==> src/rtl/uart_tx_pkg.sv <==
// Shared types for the UART transmitter.
//   state_t        : encoding of the transmit FSM state. It is exported on the
//                    current_state port so that an external serial-line
//                    selector can decode it.
//   LAST_BIT_INDEX : index of the final data bit (8 data bits, LSB first).
package uart_tx_pkg;

  typedef enum logic [2:0] {
    s_IDLE         = 3'd0,
    s_TX_START_BIT = 3'd1,
    s_TX_DATA_BITS = 3'd2,
    s_TX_STOP_BIT  = 3'd3,
    s_CLEANUP      = 3'd4
  } state_t;

  localparam logic [2:0] LAST_BIT_INDEX = 3'd7;

endpackage

==> src/rtl/uart_tx_bit_timer.sv <==
// Bit-period timer for the UART transmitter.
//   i_Clock    : system clock
//   i_Rst_n    : asynchronous reset, active-low
//   clear      : synchronous clear of the period counter
//   enable     : count while high
//   period_end : high during the last cycle (CLKS_PER_BIT-1) of a bit period
// The counter runs 0..CLKS_PER_BIT-1. It wraps to 0 on its own at the end of
// each period, so back-to-back bit periods need no extra clear.
module uart_tx_bit_timer #(
  parameter int CLKS_PER_BIT = 87
) (
  input  logic i_Clock,
  input  logic i_Rst_n,
  input  logic clear,
  input  logic enable,
  output logic period_end
);

  localparam int W = (CLKS_PER_BIT > 1) ? $clog2(CLKS_PER_BIT) : 1;
  localparam logic [W-1:0] LAST = W'(CLKS_PER_BIT - 1);

  logic [W-1:0] count;

  assign period_end = enable && (count == LAST);

  always_ff @(posedge i_Clock or negedge i_Rst_n) begin
    if (!i_Rst_n) begin
      count <= '0;
    end else if (clear) begin
      count <= '0;
    end else if (enable) begin
      count <= period_end ? '0 : count + 1'b1;
    end
  end

endmodule

==> src/rtl/uart_tx_fsm.sv <==
// UART transmit sequencer: start bit, 8 data bits (LSB first), stop bit.
//   i_Clock       : system clock
//   i_Rst_n       : asynchronous reset, active-low
//   i_Tx_DV       : request strobe; it is honoured only in s_IDLE
//   i_Tx_Byte     : byte to send; it is latched when the request is accepted
//   current_state : registered FSM state
//   bit_index     : data bit currently on the line
//   o_Tx_Byte     : latched byte; it holds steady for the whole frame
//   o_Tx_Active   : high while a frame is on the line
//   o_Tx_Done     : single-cycle pulse that is high in s_CLEANUP
//
// state          | meaning
// s_IDLE         | line idle; waiting for i_Tx_DV
// s_TX_START_BIT | start bit, lasts one bit period
// s_TX_DATA_BITS | data bits 0..7, one bit period each
// s_TX_STOP_BIT  | stop bit, lasts one bit period
// s_CLEANUP      | one cycle; o_Tx_Done is asserted
module uart_tx_fsm
  import uart_tx_pkg::*;
#(
  parameter int CLKS_PER_BIT = 87
) (
  input  logic       i_Clock,
  input  logic       i_Rst_n,
  input  logic       i_Tx_DV,
  input  logic [7:0] i_Tx_Byte,
  output state_t     current_state,
  output logic [2:0] bit_index,
  output logic [7:0] o_Tx_Byte,
  output logic       o_Tx_Active,
  output logic       o_Tx_Done
);

  state_t     next_state;
  logic [2:0] bit_index_nxt;
  logic [7:0] tx_byte_nxt;
  logic       active_nxt;
  logic       done_nxt;
  logic       timer_en;
  logic       period_end;

  // The timer runs only in the three timed states. It is held clear in
  // s_IDLE and s_CLEANUP, so every timed state starts counting from 0.
  assign timer_en = (current_state == s_TX_START_BIT) ||
                    (current_state == s_TX_DATA_BITS) ||
                    (current_state == s_TX_STOP_BIT);

  uart_tx_bit_timer #(
    .CLKS_PER_BIT(CLKS_PER_BIT)
  ) u_bit_timer (
    .i_Clock   (i_Clock),
    .i_Rst_n   (i_Rst_n),
    .clear     (!timer_en),
    .enable    (timer_en),
    .period_end(period_end)
  );

  always_ff @(posedge i_Clock or negedge i_Rst_n) begin
    if (!i_Rst_n) begin
      current_state <= s_IDLE;
      bit_index     <= 3'd0;
      o_Tx_Byte     <= 8'h00;
      o_Tx_Active   <= 1'b0;
      o_Tx_Done     <= 1'b0;
    end else begin
      current_state <= next_state;
      bit_index     <= bit_index_nxt;
      o_Tx_Byte     <= tx_byte_nxt;
      o_Tx_Active   <= active_nxt;
      o_Tx_Done     <= done_nxt;
    end
  end

  always_comb begin
    next_state    = current_state;
    bit_index_nxt = bit_index;
    tx_byte_nxt   = o_Tx_Byte;
    active_nxt    = o_Tx_Active;
    done_nxt      = 1'b0;

    case (current_state)
      s_IDLE: begin
        bit_index_nxt = 3'd0;
        active_nxt    = 1'b0;
        if (i_Tx_DV) begin
          tx_byte_nxt = i_Tx_Byte;
          active_nxt  = 1'b1;
          next_state  = s_TX_START_BIT;
        end
      end
      s_TX_START_BIT: begin
        if (period_end) begin
          bit_index_nxt = 3'd0;
          next_state    = s_TX_DATA_BITS;
        end
      end
      s_TX_DATA_BITS: begin
        if (period_end) begin
          if (bit_index < LAST_BIT_INDEX) begin
            bit_index_nxt = bit_index + 3'd1;
          end else begin
            bit_index_nxt = 3'd0;
            next_state    = s_TX_STOP_BIT;
          end
        end
      end
      s_TX_STOP_BIT: begin
        // Clear Active and raise Done on the same edge, so that Done
        // appears in s_CLEANUP.
        if (period_end) begin
          active_nxt = 1'b0;
          done_nxt   = 1'b1;
          next_state = s_CLEANUP;
        end
      end
      s_CLEANUP: begin
        next_state = s_IDLE;
      end
      default: begin
        next_state    = s_IDLE;
        bit_index_nxt = 3'd0;
        active_nxt    = 1'b0;
      end
    endcase
  end

endmodule

==> config.mk <==
export PLATFORM = sky130hd
export DESIGN_NAME = uart_tx_fsm
export DESIGN_NICKNAME = d
export VERILOG_FILES = /design/src/rtl/uart_tx_pkg.sv /design/src/rtl/uart_tx_bit_timer.sv /design/src/rtl/uart_tx_fsm.sv
export SDC_FILE = /design/constraint.sdc
export NUM_CORES = 1
export LEC_CHECK = 0
export CORE_ASPECT_RATIO = 1.25
export CORE_MARGIN = 5
export CORE_UTILIZATION = 53
export CTS_BUF_LIST = sky130_fd_sc_hd__clkbuf_4 sky130_fd_sc_hd__clkbuf_8
export CTS_CLUSTER_SIZE = 30
export DETAILED_ROUTE_END_ITERATION = 10
export GPL_TIMING_DRIVEN = 0
export PLACE_DENSITY = 0.95
export SYNTH_ARGS = -nofsm -noshare
export SYNTH_HDL_FRONTEND = slang
export SYNTH_SLANG_ARGS = --single-unit
export TNS_END_PERCENT = 50
==> constraint.sdc <==
create_clock -name i_Clock -period 3.8 [get_ports i_Clock]
set_input_delay 0.57 -clock i_Clock [delete_from_list [all_inputs] [get_ports i_Clock]]
set_output_delay 0.57 -clock i_Clock [all_outputs]
set_load 0.03 [all_outputs]
# Yosys cells after proc, flatten, opt, wreduce, memory -nomap -nowiden
# Index checks and enable logic that the tools add are counted.
# op_classes
addsub,2
bitwise_logic,2
magnitude_cmp,1
n_mux,17
n_reduce_logical,10
n_eq_ne,10
# op_table
op,n
$mux W3,8
$mux W7,2
$pmux W3 S4,1
$pmux W3 S3,1
$add A7 B1 Y7 const B,1
$eq A7 B7 Y1 const B,1
$eq A3 B2 Y1 const B,2
$ne A2 B1 Y1 const B,3
$reduce_and A5 Y1,1
$mux W1,4
$ne A2 B2 Y1 const B,2
$reduce_and A2 Y1,2
$add A3 B1 Y3 const B,1
$eq A3 B1 Y1 const B,1
$eq A3 B3 Y1 const B,1
$logic_not A3 Y1,1
$lt A3 B3 Y1 const B,1
$pmux W1 S3,1
$reduce_and A3 Y1,1
$reduce_or A3 Y1,1
$logic_or A1 B1 Y1,2
$not A1 Y1,2
$reduce_or A2 Y1,1
$logic_and A1 B1 Y1,1
# word_totals
word_cells,48
input_bits,11
reg_bits,23

# Depth between registers and ports, before layout
# Gate-level depths: netlist (run 1).
# logic_depth
word_depth,6
depth_mapped,6

# Hierarchy
# Synthesis (run 1) repeated with hierarchy kept, for this count alone.
# hier_totals
hier_cells,103
hier_area_um2,1176.1
# modules_own_cells
mod,area_per_inst_um2,seq_area_each_um2,n_inst,cells_each
uart_tx_fsm,764.5,400.4,1,63
uart_tx_bit_timer,411.6,175.2,1,40

# Least setup slack after synthesis (run 1)
# OpenSTA, ideal clock, no wires.
# synth_path
path_kind,reg2reg
startpoint,register current_state[1]
endpoint,register o_Tx_Byte[0]
setup_slack_ps,2120
stages_incl_launch_ff,5
setup_time_ps,125
arrival_time_ps,1556
path_buffers,1
required_time_ps,3675
cell_sequence,dfrtp_1 > buf_6 > or3_4 > nor2_8 > mux2_2
# synth_via
elab_chain_cells,2
# synth_lines
element,line,rtl
from (decl),uart_tx_fsm.sv:27,"output state_t current_state,"
from (signal assigned),uart_tx_fsm.sv:60,current_state <= s_IDLE;
from (signal assigned),uart_tx_fsm.sv:66,current_state <= next_state;
$logic_not A3 Y1,uart_tx_fsm.sv:81,case (current_state)
$reduce_and A2 Y1 (no line),-,
to (signal assigned),uart_tx_fsm.sv:68,o_Tx_Byte <= tx_byte_nxt;
to (decl),uart_tx_fsm.sv:29,"output logic [7:0] o_Tx_Byte,"
# No other way between the ends.
# A chain may end at the register's enable or synchronous reset.

# Final worst setup path (run 1)
# layout_path
startpoint,register current_state[0]
endpoint,output port current_state[0]
# No word-level cell between the ends.

==> results.ini, run 1 <==
[worst_setup_path]
cp.arrival_ns = 1.54
critPathMaxStageDelay_ns = 0.72
critPathLaunchType = flop
crit_fanout = 8
required_ns = 3.23
critical_path.cell_chain = clkdlybuf4s50_1
critPathBufInv = 1
worstSetupEndpointType = output pin
cp_top_family = buffers and inverters
criticalPathCategory = reg2out
cpMaxStageDelayCell = clkdlybuf4s50_1

[placed_design]
port_buffers = 26
dp_hpwl_um = 1590
routabilityCongestion = 0.809

[floorplan]
die_h_um = 59.9
start_util = 0.545
core_area_um2 = 1940
io_pins = 27
std_cell_rows = 18
die_x_um = 49.9
die_area_um2 = 2990

[global_routing]
grt_pass1_vias = 833
track_usage = 0.154
grt_max_degree = 24
antenna_found_initial = 0
grt_pass1_wl_um = 3610
grt_overflow = 0

[clock_network]
ctsResizeCount = 0
root_buffer = clkbuf_4
cts.sinks = 23
postCtsSetupRepairBufs = 0
path_clk_slew_ns = 0.13
ctsHtreeMaxLevel = 1
tritoncts = done
ctsLongestPathBuffers = 2
insertion_delay_ns = 0.31
hold_buffers = 0
cts_made_buffers = 3

[pwr]
power.internal_mw = 0.508
ir_drop_v = 0.000361
p_sw_frac = 0.365
power_leakage_nw = 0.621
clkPwrFrac = 0.152
power.share.combinational = 0.388
p_seq_frac = 0.459
powerDensity_nw_per_um2 = 584
power_switching_mw = 0.292

[sta]
fin_hold_ws_ns = 0.510
setup_viol = 0
drv_slew = 0
fmax_mhz = 474
rsz0062_at_grt = false
worst_slew_pin_slew_ns = 1.03
skew_ns = 0.00524
fin_crit_sh = 0.555
hold_viol_final = 0
min_period_ns = 2.11
slew-limit-headroom = 0.311
finalSetupTns_ns = 0

[synth]
ys_seq_area_frac = 0.545
syn-cell-area_um2 = 1060
ys_types = 30
synthCells = 87
syn_nets = 101
synth_warnings = 0
ys_seq_elements = 23
synth_area_per_cell_um2 = 12.1

[min_path]
hold_class = reg2reg

[flow_run]
maxCapViolCount = 0

[routing]
routed_wl_um = 2130
vias = 771
ant_nets = 0
viasPerCell = 5.63
drtPass1Iterations = 4
drt-initial-drc-count = 19
route.detailed.drc = 0
routedWlPerCell_um = 15.5

[cells_and_area]
final_cell_mix = clkdlybuf4s50_1, dfrtp_1, nor2_1
num-nets-final = 132
fillers = 124
final_common_cell = clkdlybuf4s50_1
area_growth_pct = 29.9
drive_gt1_frac = 0.154
antenna_cells = 0

[run_status]
status = finished clean

[path summary, 6_finish.rpt]
| check | end | slack [ns] | cells past startpoint | start |
|---|---|---|---|---|
| worst max-delay path | current_state[0] | 1.69 | 1 | current_state[0] |
| worst min-delay path | u_bit_timer.count[0] | 0.51 | 1 | u_bit_timer.count[0] |
| worst max register to register | o_Tx_Active | 2.12 | 6 | u_bit_timer.count[0] |
| worst min register to register | u_bit_timer.count[0] | 0.51 | 1 | u_bit_timer.count[0] |
| max in group asynchronous | u_bit_timer.count[0] | 2.37 | 1 | i_Rst_n |
| min in group asynchronous | bit_index[0] | 0.81 | 1 | i_Rst_n |
[power groups by stage]
| stage | clock network (mW) | logic [mW] | registers, mW |
|---|---|---|---|
| 3_3_place_gp | 0 | 0.301 | 0.365 |
| 4_1_cts | 0.123 | 0.315 | 0.367 |
| 5_1_grt | 0.135 | 0.343 | 0.378 |
| 3_5_place_dp | 0 | 0.314 | 0.372 |
| 6_report | 0.122 | 0.311 | 0.368 |
| 2_1_floorplan | 0 | 0.140 | 0.426 |
[synth_stat cells]
cell      instances  area share
buf_2             1      0.0047
a21o_1            1      0.0071
and3_1            2       0.012
and2_1            1      0.0059
xor2_1            2       0.017
or3_4             1       0.011
ha_1              3       0.036
nor2_8            1       0.019
a32o_1            1      0.0095
a41o_1            1      0.0095
a21oi_1           1      0.0047
and4_1            1      0.0083
dfrtp_1          23        0.55
and4b_1           1      0.0095
and3b_1           1      0.0083
nand2b_1          1      0.0059
nor2_1           11       0.039
mux2_2            8       0.085
o211ai_2          1       0.012
nand3_1           3       0.014
a22o_1            1      0.0083
nand2_1           5       0.018
inv_1             3       0.011
a221oi_1          1      0.0083
xnor2_1           4       0.033
buf_6             1       0.011
a211o_4           1       0.017
nor3_1            1      0.0047
nor2b_1           3       0.018
o21ai_0           2      0.0095
[flip-flops by register name, indices dropped and copies added, names as in the netlist]
name / cells
u_bit_timer.count: 7
bit_index: 3
o_Tx_Active: 1
o_Tx_Done: 1
current_state: 3
o_Tx_Byte: 8
[through the flow]
step	setup slack [ns]	total power, mW	instance area (um^2)	std cells	utilization
final	1.69	0.800	1370	137	0.708
after global routing	1.63	0.857	1370	137	0.708
after CTS	1.68	0.804	1370	137	0.708
after detailed placement	1.95	0.686	1340	133	0.693
after global placement	1.97	0.666	1340	133	0.693
after floorplan	2.12	0.566	1060	87	-
[cell type report]
| cell class | count | area, um^2 | area share |
|---|---|---|---|
| flip-flops and latches | 23 | 576 | 0.420 |
| well taps | 20 | 25.0 | 0.0182 |
| repair buffers | 26 | 260 | 0.190 |
| plain buffers | 2 | 16.3 | 0.0119 |
| multi-input cells | 59 | 453 | 0.330 |
| inverters | 3 | 11.3 | 0.00821 |
| clock buffers | 4 | 30.0 | 0.0219 |
[cells by family (layout without fill, tap and decap cells)]
family                   count (synthesis)  in the layout  share of synthesized area
buffers and inverters                    5             35                     0.0261
AND/OR/NAND/NOR                         32             32                      0.173
AO/OA/AOI/OAI                           10             10                     0.0853
XOR/XNOR                                 6              6                     0.0498
flip-flops                              23             23                      0.545
adder cells (fa/ha/maj)                  3              3                     0.0355
multiplexers                             8              8                     0.0853
[layer usage]
layer / part of all wire / track usage / vias up
met3: 0.035 / 0.0200 / 5
met1: 0.41 / 0.179 / 386
met5: 0 / 0 / -
met4: 0.016 / 0.0749 / 0
met2: 0.54 / 0.278 / 17
li1: - / - / 363
No activity file was read; power rests on OpenSTA's default activity.
==> inputs of run 2 (changes only) <==
--- a/config.mk
+++ b/config.mk
@@ -7,12 +7,12 @@
 export LEC_CHECK = 0
 export CORE_ASPECT_RATIO = 1.25
 export CORE_MARGIN = 5
-export CORE_UTILIZATION = 53
+export CORE_UTILIZATION = 50
 export CTS_BUF_LIST = sky130_fd_sc_hd__clkbuf_4 sky130_fd_sc_hd__clkbuf_8
 export CTS_CLUSTER_SIZE = 30
 export DETAILED_ROUTE_END_ITERATION = 10
 export GPL_TIMING_DRIVEN = 0
-export PLACE_DENSITY = 0.95
+export PLACE_DENSITY = 0.91
 export SYNTH_ARGS = -nofsm -noshare
 export SYNTH_HDL_FRONTEND = slang
 export SYNTH_SLANG_ARGS = --single-unit
==> constraint.sdc (replaced) <==
create_clock -name i_Clock -period 2 [get_ports i_Clock]
set_input_delay 0.3 -clock i_Clock [delete_from_list [all_inputs] [get_ports i_Clock]]
set_output_delay 0.3 -clock i_Clock [all_outputs]
set_load 0.03 [all_outputs]
==> results.ini, run 2 (synthesized netlist as in run 1, its figures left out) <==
[global_routing]
antenna_found_initial = 0
grt_pass1_vias = 741
grt_max_degree = 24
grt_overflow = 0
grt_pass1_wl_um = 3230
track_usage = 0.136

[clock_network]
path_clk_slew_ns = 0.12
ctsHtreeMaxLevel = 1
ctsResizeCount = 0
postCtsSetupRepairBufs = 0
tritoncts = done
insertion_delay_ns = 0.31
cts_made_buffers = 3
ctsLongestPathBuffers = 2
cts.sinks = 23
root_buffer = clkbuf_4
hold_buffers = 0

[floorplan]
die_area_um2 = 3140
std_cell_rows = 18
start_util = 0.527
die_x_um = 51.1
io_pins = 27
core_area_um2 = 2000
die_h_um = 61.4

[worst_setup_path]
r2r-end = o_Tx_Active
cp.arrival_ns = 1.52
required_ns = 1.70
timing.critical_path.to = current_state[0]
r2r_cells = 6
critPathBufInv = 1
critPathLaunchType = flop
worstSetupEndpointType = output pin
crit_cells = 1
cpMaxStageDelayCell = clkdlybuf4s50_1
crit_fanout = 8
reg2reg_slack_ns = 0.34
criticalPathCategory = reg2out
critPathMaxStageDelay_ns = 0.72
rr_startpoint = u_bit_timer.count[0]
crit_path_start = current_state[0]
cp_top_family = buffers and inverters
critical_path.cell_chain = clkdlybuf4s50_1

[placed_design]
routabilityCongestion = 0.827
dp.cells = 133
dp_hpwl_um = 1520
port_buffers = 26

[sta]
min_period_ns = 1.82
drv_slew = 0
slew-limit-headroom = 0.332
rsz0062_at_grt = false
fmax_mhz = 550
worst_slew_pin_slew_ns = 0.999
hold_viol_final = 0
fin_crit_sh = 0.909
setup_viol = 0
skew_ns = 0.00292
finalSetupTns_ns = 0

[cells_and_area]
top_regs = o_Tx_Byte: 8 flops, u_bit_timer.count: 7 flops
area_growth_pct = 29.6
largest_register_ffs = 8
final_common_cell = clkdlybuf4s50_1
antenna_cells = 0
final_cell_mix = clkdlybuf4s50_1, dfrtp_1, nor2_1
fillers = 135
num-nets-final = 132
drive_gt1_frac = 0.154
instances_no_fill = 137
regMostFlops = o_Tx_Byte

[min_path]
hold_class = reg2reg

[routing]
ant_nets = 0
vias = 749
viasPerCell = 5.47
routedWlPerCell_um = 14.1
drt-initial-drc-count = 7
drtPass1Iterations = 4
routed_wl_um = 1930
route.detailed.drc = 0

[pwr]
ir_drop_v = 0.000733
powerDensity_nw_per_um2 = 1090
power_leakage_nw = 0.621

[run_status]
status = finished clean

[flow_run]
maxCapViolCount = 0

[run 2: power breakdown]
| part | total [mW] | switching, mW | internal (mW) |
|---|---|---|---|
| Clock | 0.211 | 0.136 | 0.0747 |
| Sequential | 0.691 | 0.0955 | 0.595 |
| Combinational | 0.587 | 0.307 | 0.280 |
[run 2: worst min-delay path by stage]
stage / startpoint / endpoint / slack, ns / cells after the start
2_1_floorplan: i_Rst_n / bit_index[0] / 0.004 / 0
3_3_place_gp: u_bit_timer.count[0] / u_bit_timer.count[0] / 0.46 / 1
3_5_place_dp: u_bit_timer.count[0] / u_bit_timer.count[0] / 0.47 / 1
4_1_cts: u_bit_timer.count[0] / u_bit_timer.count[0] / 0.49 / 1
5_1_grt: u_bit_timer.count[0] / u_bit_timer.count[0] / 0.52 / 1
6_report: u_bit_timer.count[0] / u_bit_timer.count[0] / 0.49 / 1
[run 2: area by class of cell]
cell class	count	area, um^2	share of cell area
inverters	3	11.3	0.00823
plain buffers	2	16.3	0.0119
clock inverters	1	5.00	0.00366
well taps	20	25.0	0.0183
flip-flops and latches	23	576	0.420
repair buffers	26	260	0.190
multi-input cells	59	453	0.331
clock buffers	3	22.5	0.0165
[run 2: metrics by stage]
step / hold slack (ns) / utilization / worst slack, ns / total power, mW / cell area (um^2)
floorplan: 0.00441 / - / 0.320 / 1.08 / 1060
global placement: 0.465 / 0.669 / 0.425 / 1.26 / 1340
detailed placement: 0.473 / 0.669 / 0.363 / 1.30 / 1340
CTS: 0.489 / 0.683 / 0.170 / 1.51 / 1370
global route: 0.524 / 0.683 / 0.111 / 1.59 / 1370
finish: 0.492 / 0.683 / 0.181 / 1.49 / 1370
[run 2: routing by layer]
layer  GRT usage  vias up  wire [um]
met5           0        -          0
met4      0.0462        0         17
met3      0.0194        4         78
met2       0.254       14       1070
met1       0.160      368        764
li1            -      363          -
==> inputs of run 3 (changes only) <==
--- a/config.mk
+++ b/config.mk
@@ -9,10 +9,10 @@
 export CORE_MARGIN = 5
 export CORE_UTILIZATION = 50
 export CTS_BUF_LIST = sky130_fd_sc_hd__clkbuf_4 sky130_fd_sc_hd__clkbuf_8
-export CTS_CLUSTER_SIZE = 30
+export CTS_CLUSTER_SIZE = 25
 export DETAILED_ROUTE_END_ITERATION = 10
 export GPL_TIMING_DRIVEN = 0
-export PLACE_DENSITY = 0.91
+export PLACE_DENSITY_LB_ADDON = 0.05
 export SYNTH_ARGS = -nofsm -noshare
 export SYNTH_HDL_FRONTEND = slang
 export SYNTH_SLANG_ARGS = --single-unit
==> results.ini, run 3 (synthesized netlist as in run 1, its figures left out) <==
[run_status]
status = finished clean

[routing]
drt-initial-drc-count = 5
wl_met3_um = 99
routed_wl_um = 1960
viasPerCell = 5.47
route.detailed.drc = 0
routedWlPerCell_um = 14.3
wirelength_met1_um = 806
vias = 749
dr_wl_met2_um = 1030
ant_nets = 0
drtPass1Iterations = 4
routed.top_layer = met4

[pwr]
power_leakage_nw = 0.621
p_total_mw = 1.49
powerDensity_nw_per_um2 = 1090
ir_drop_v = 0.000720

[floorplan]
die_h_um = 61.4
die_x_um = 51.1
start_util = 0.527
core_area_um2 = 2000
std_cell_rows = 18
die_area_um2 = 3140
io_pins = 27

[worst_setup_path]
criticalPathCategory = reg2out
cp.arrival_ns = 1.50
critPathLaunchType = flop
cp_top_family = buffers and inverters
critical_path.cell_chain = clkdlybuf4s50_1
critPathBufInv = 1
worstSetupEndpointType = output pin
cpMaxStageDelayCell = clkdlybuf4s50_1
required_ns = 1.70
critPathMaxStageDelay_ns = 0.71
crit_fanout = 8

[global_routing]
grt_pass1_wl_um = 3350
grt_max_degree = 24
grt_pass1_vias = 754
antenna_found_initial = 0
track_usage = 0.143
grt_overflow = 0

[sta]
drv_slew = 0
fin_crit_sh = 0.899
fin_hold_ws_ns = 0.500
setup_slack_ns = 0.202
min_period_ns = 1.80
hold_viol_final = 0
skew_ns = 0.00592
rsz0062_at_grt = false
worst_slew_pin_slew_ns = 1.03
slew-limit-headroom = 0.313
setup_viol = 0
fmax_mhz = 556
finalSetupTns_ns = 0

[cells_and_area]
postLayoutCoreUtil = 0.683
regArea_um2 = 576
final_cell_mix = clkdlybuf4s50_1, dfrtp_1, nor2_1
area_growth_pct = 29.6
final_common_cell = clkdlybuf4s50_1
fillers = 172
top_regs = o_Tx_Byte: 8 flops, u_bit_timer.count: 7 flops
regMostFlops = o_Tx_Byte
num-nets-final = 132
antenna_cells = 0
multi_input_area_um2 = 453
largest_register_ffs = 8
drive_gt1_frac = 0.154

[clock_network]
tritoncts = done
cts.sinks = 23
ctsHtreeMaxLevel = 1
postCtsSetupRepairBufs = 0
path_clk_slew_ns = 0.13
ctsLongestPathBuffers = 2
root_buffer = clkbuf_4
hold_buffers = 0
cts_made_buffers = 3
insertion_delay_ns = 0.31
ctsResizeCount = 0

[placed_design]
pre_cts_ws_ns = 0.385
dp_hpwl_um = 1480
port_buffers = 26
routabilityCongestion = 0.778

[min_path]
hold_class = reg2reg

[flow_run]
maxCapViolCount = 0

-- run 3: layout make-up --
class | instances | share of cell area
clock inverters | 1 | 0.00366
well taps | 20 | 0.0183
inverters | 3 | 0.00823
clock buffers | 3 | 0.0165
plain buffers | 2 | 0.0119
flip-flops and latches | 23 | 0.420
repair buffers | 26 | 0.190
multi-input cells | 59 | 0.331
-- run 3: stage by stage --
stage               cell area [um^2]  std cells
detailed placement              1340        133
CTS                             1370        137
floorplan                       1060         87
global placement                1340        133
global route                    1370        137
finish                          1370        137
-- run 3: path summary, 6_finish.rpt --
check	from	endpoint	slack (ns)	cells past startpoint
worst max-delay path	current_state[0]	current_state[0]	0.20	1
worst min-delay path	u_bit_timer.count[0]	u_bit_timer.count[0]	0.50	1
worst max register to register	u_bit_timer.count[0]	o_Tx_Active	0.36	6
worst min register to register	u_bit_timer.count[0]	u_bit_timer.count[0]	0.50	1
max in group asynchronous	i_Rst_n	u_bit_timer.count[6]	0.84	1
min in group asynchronous	i_Rst_n	current_state[1]	0.54	1
-- run 3: per-layer routing --
metal / vias to the layer above / GRT usage
li1: 362 / -
met1: 369 / 0.170
met2: 16 / 0.245
met3: 2 / 0.0363
met4: 0 / 0.0692
met5: - / 0
-- run 3: power breakdown --
group          internal (mW)  total [mW]  switching (mW)  leakage [nW]
logic                  0.280       0.586           0.307         0.318
clock network         0.0746       0.211           0.137        0.0177
registers              0.595       0.694          0.0988         0.285
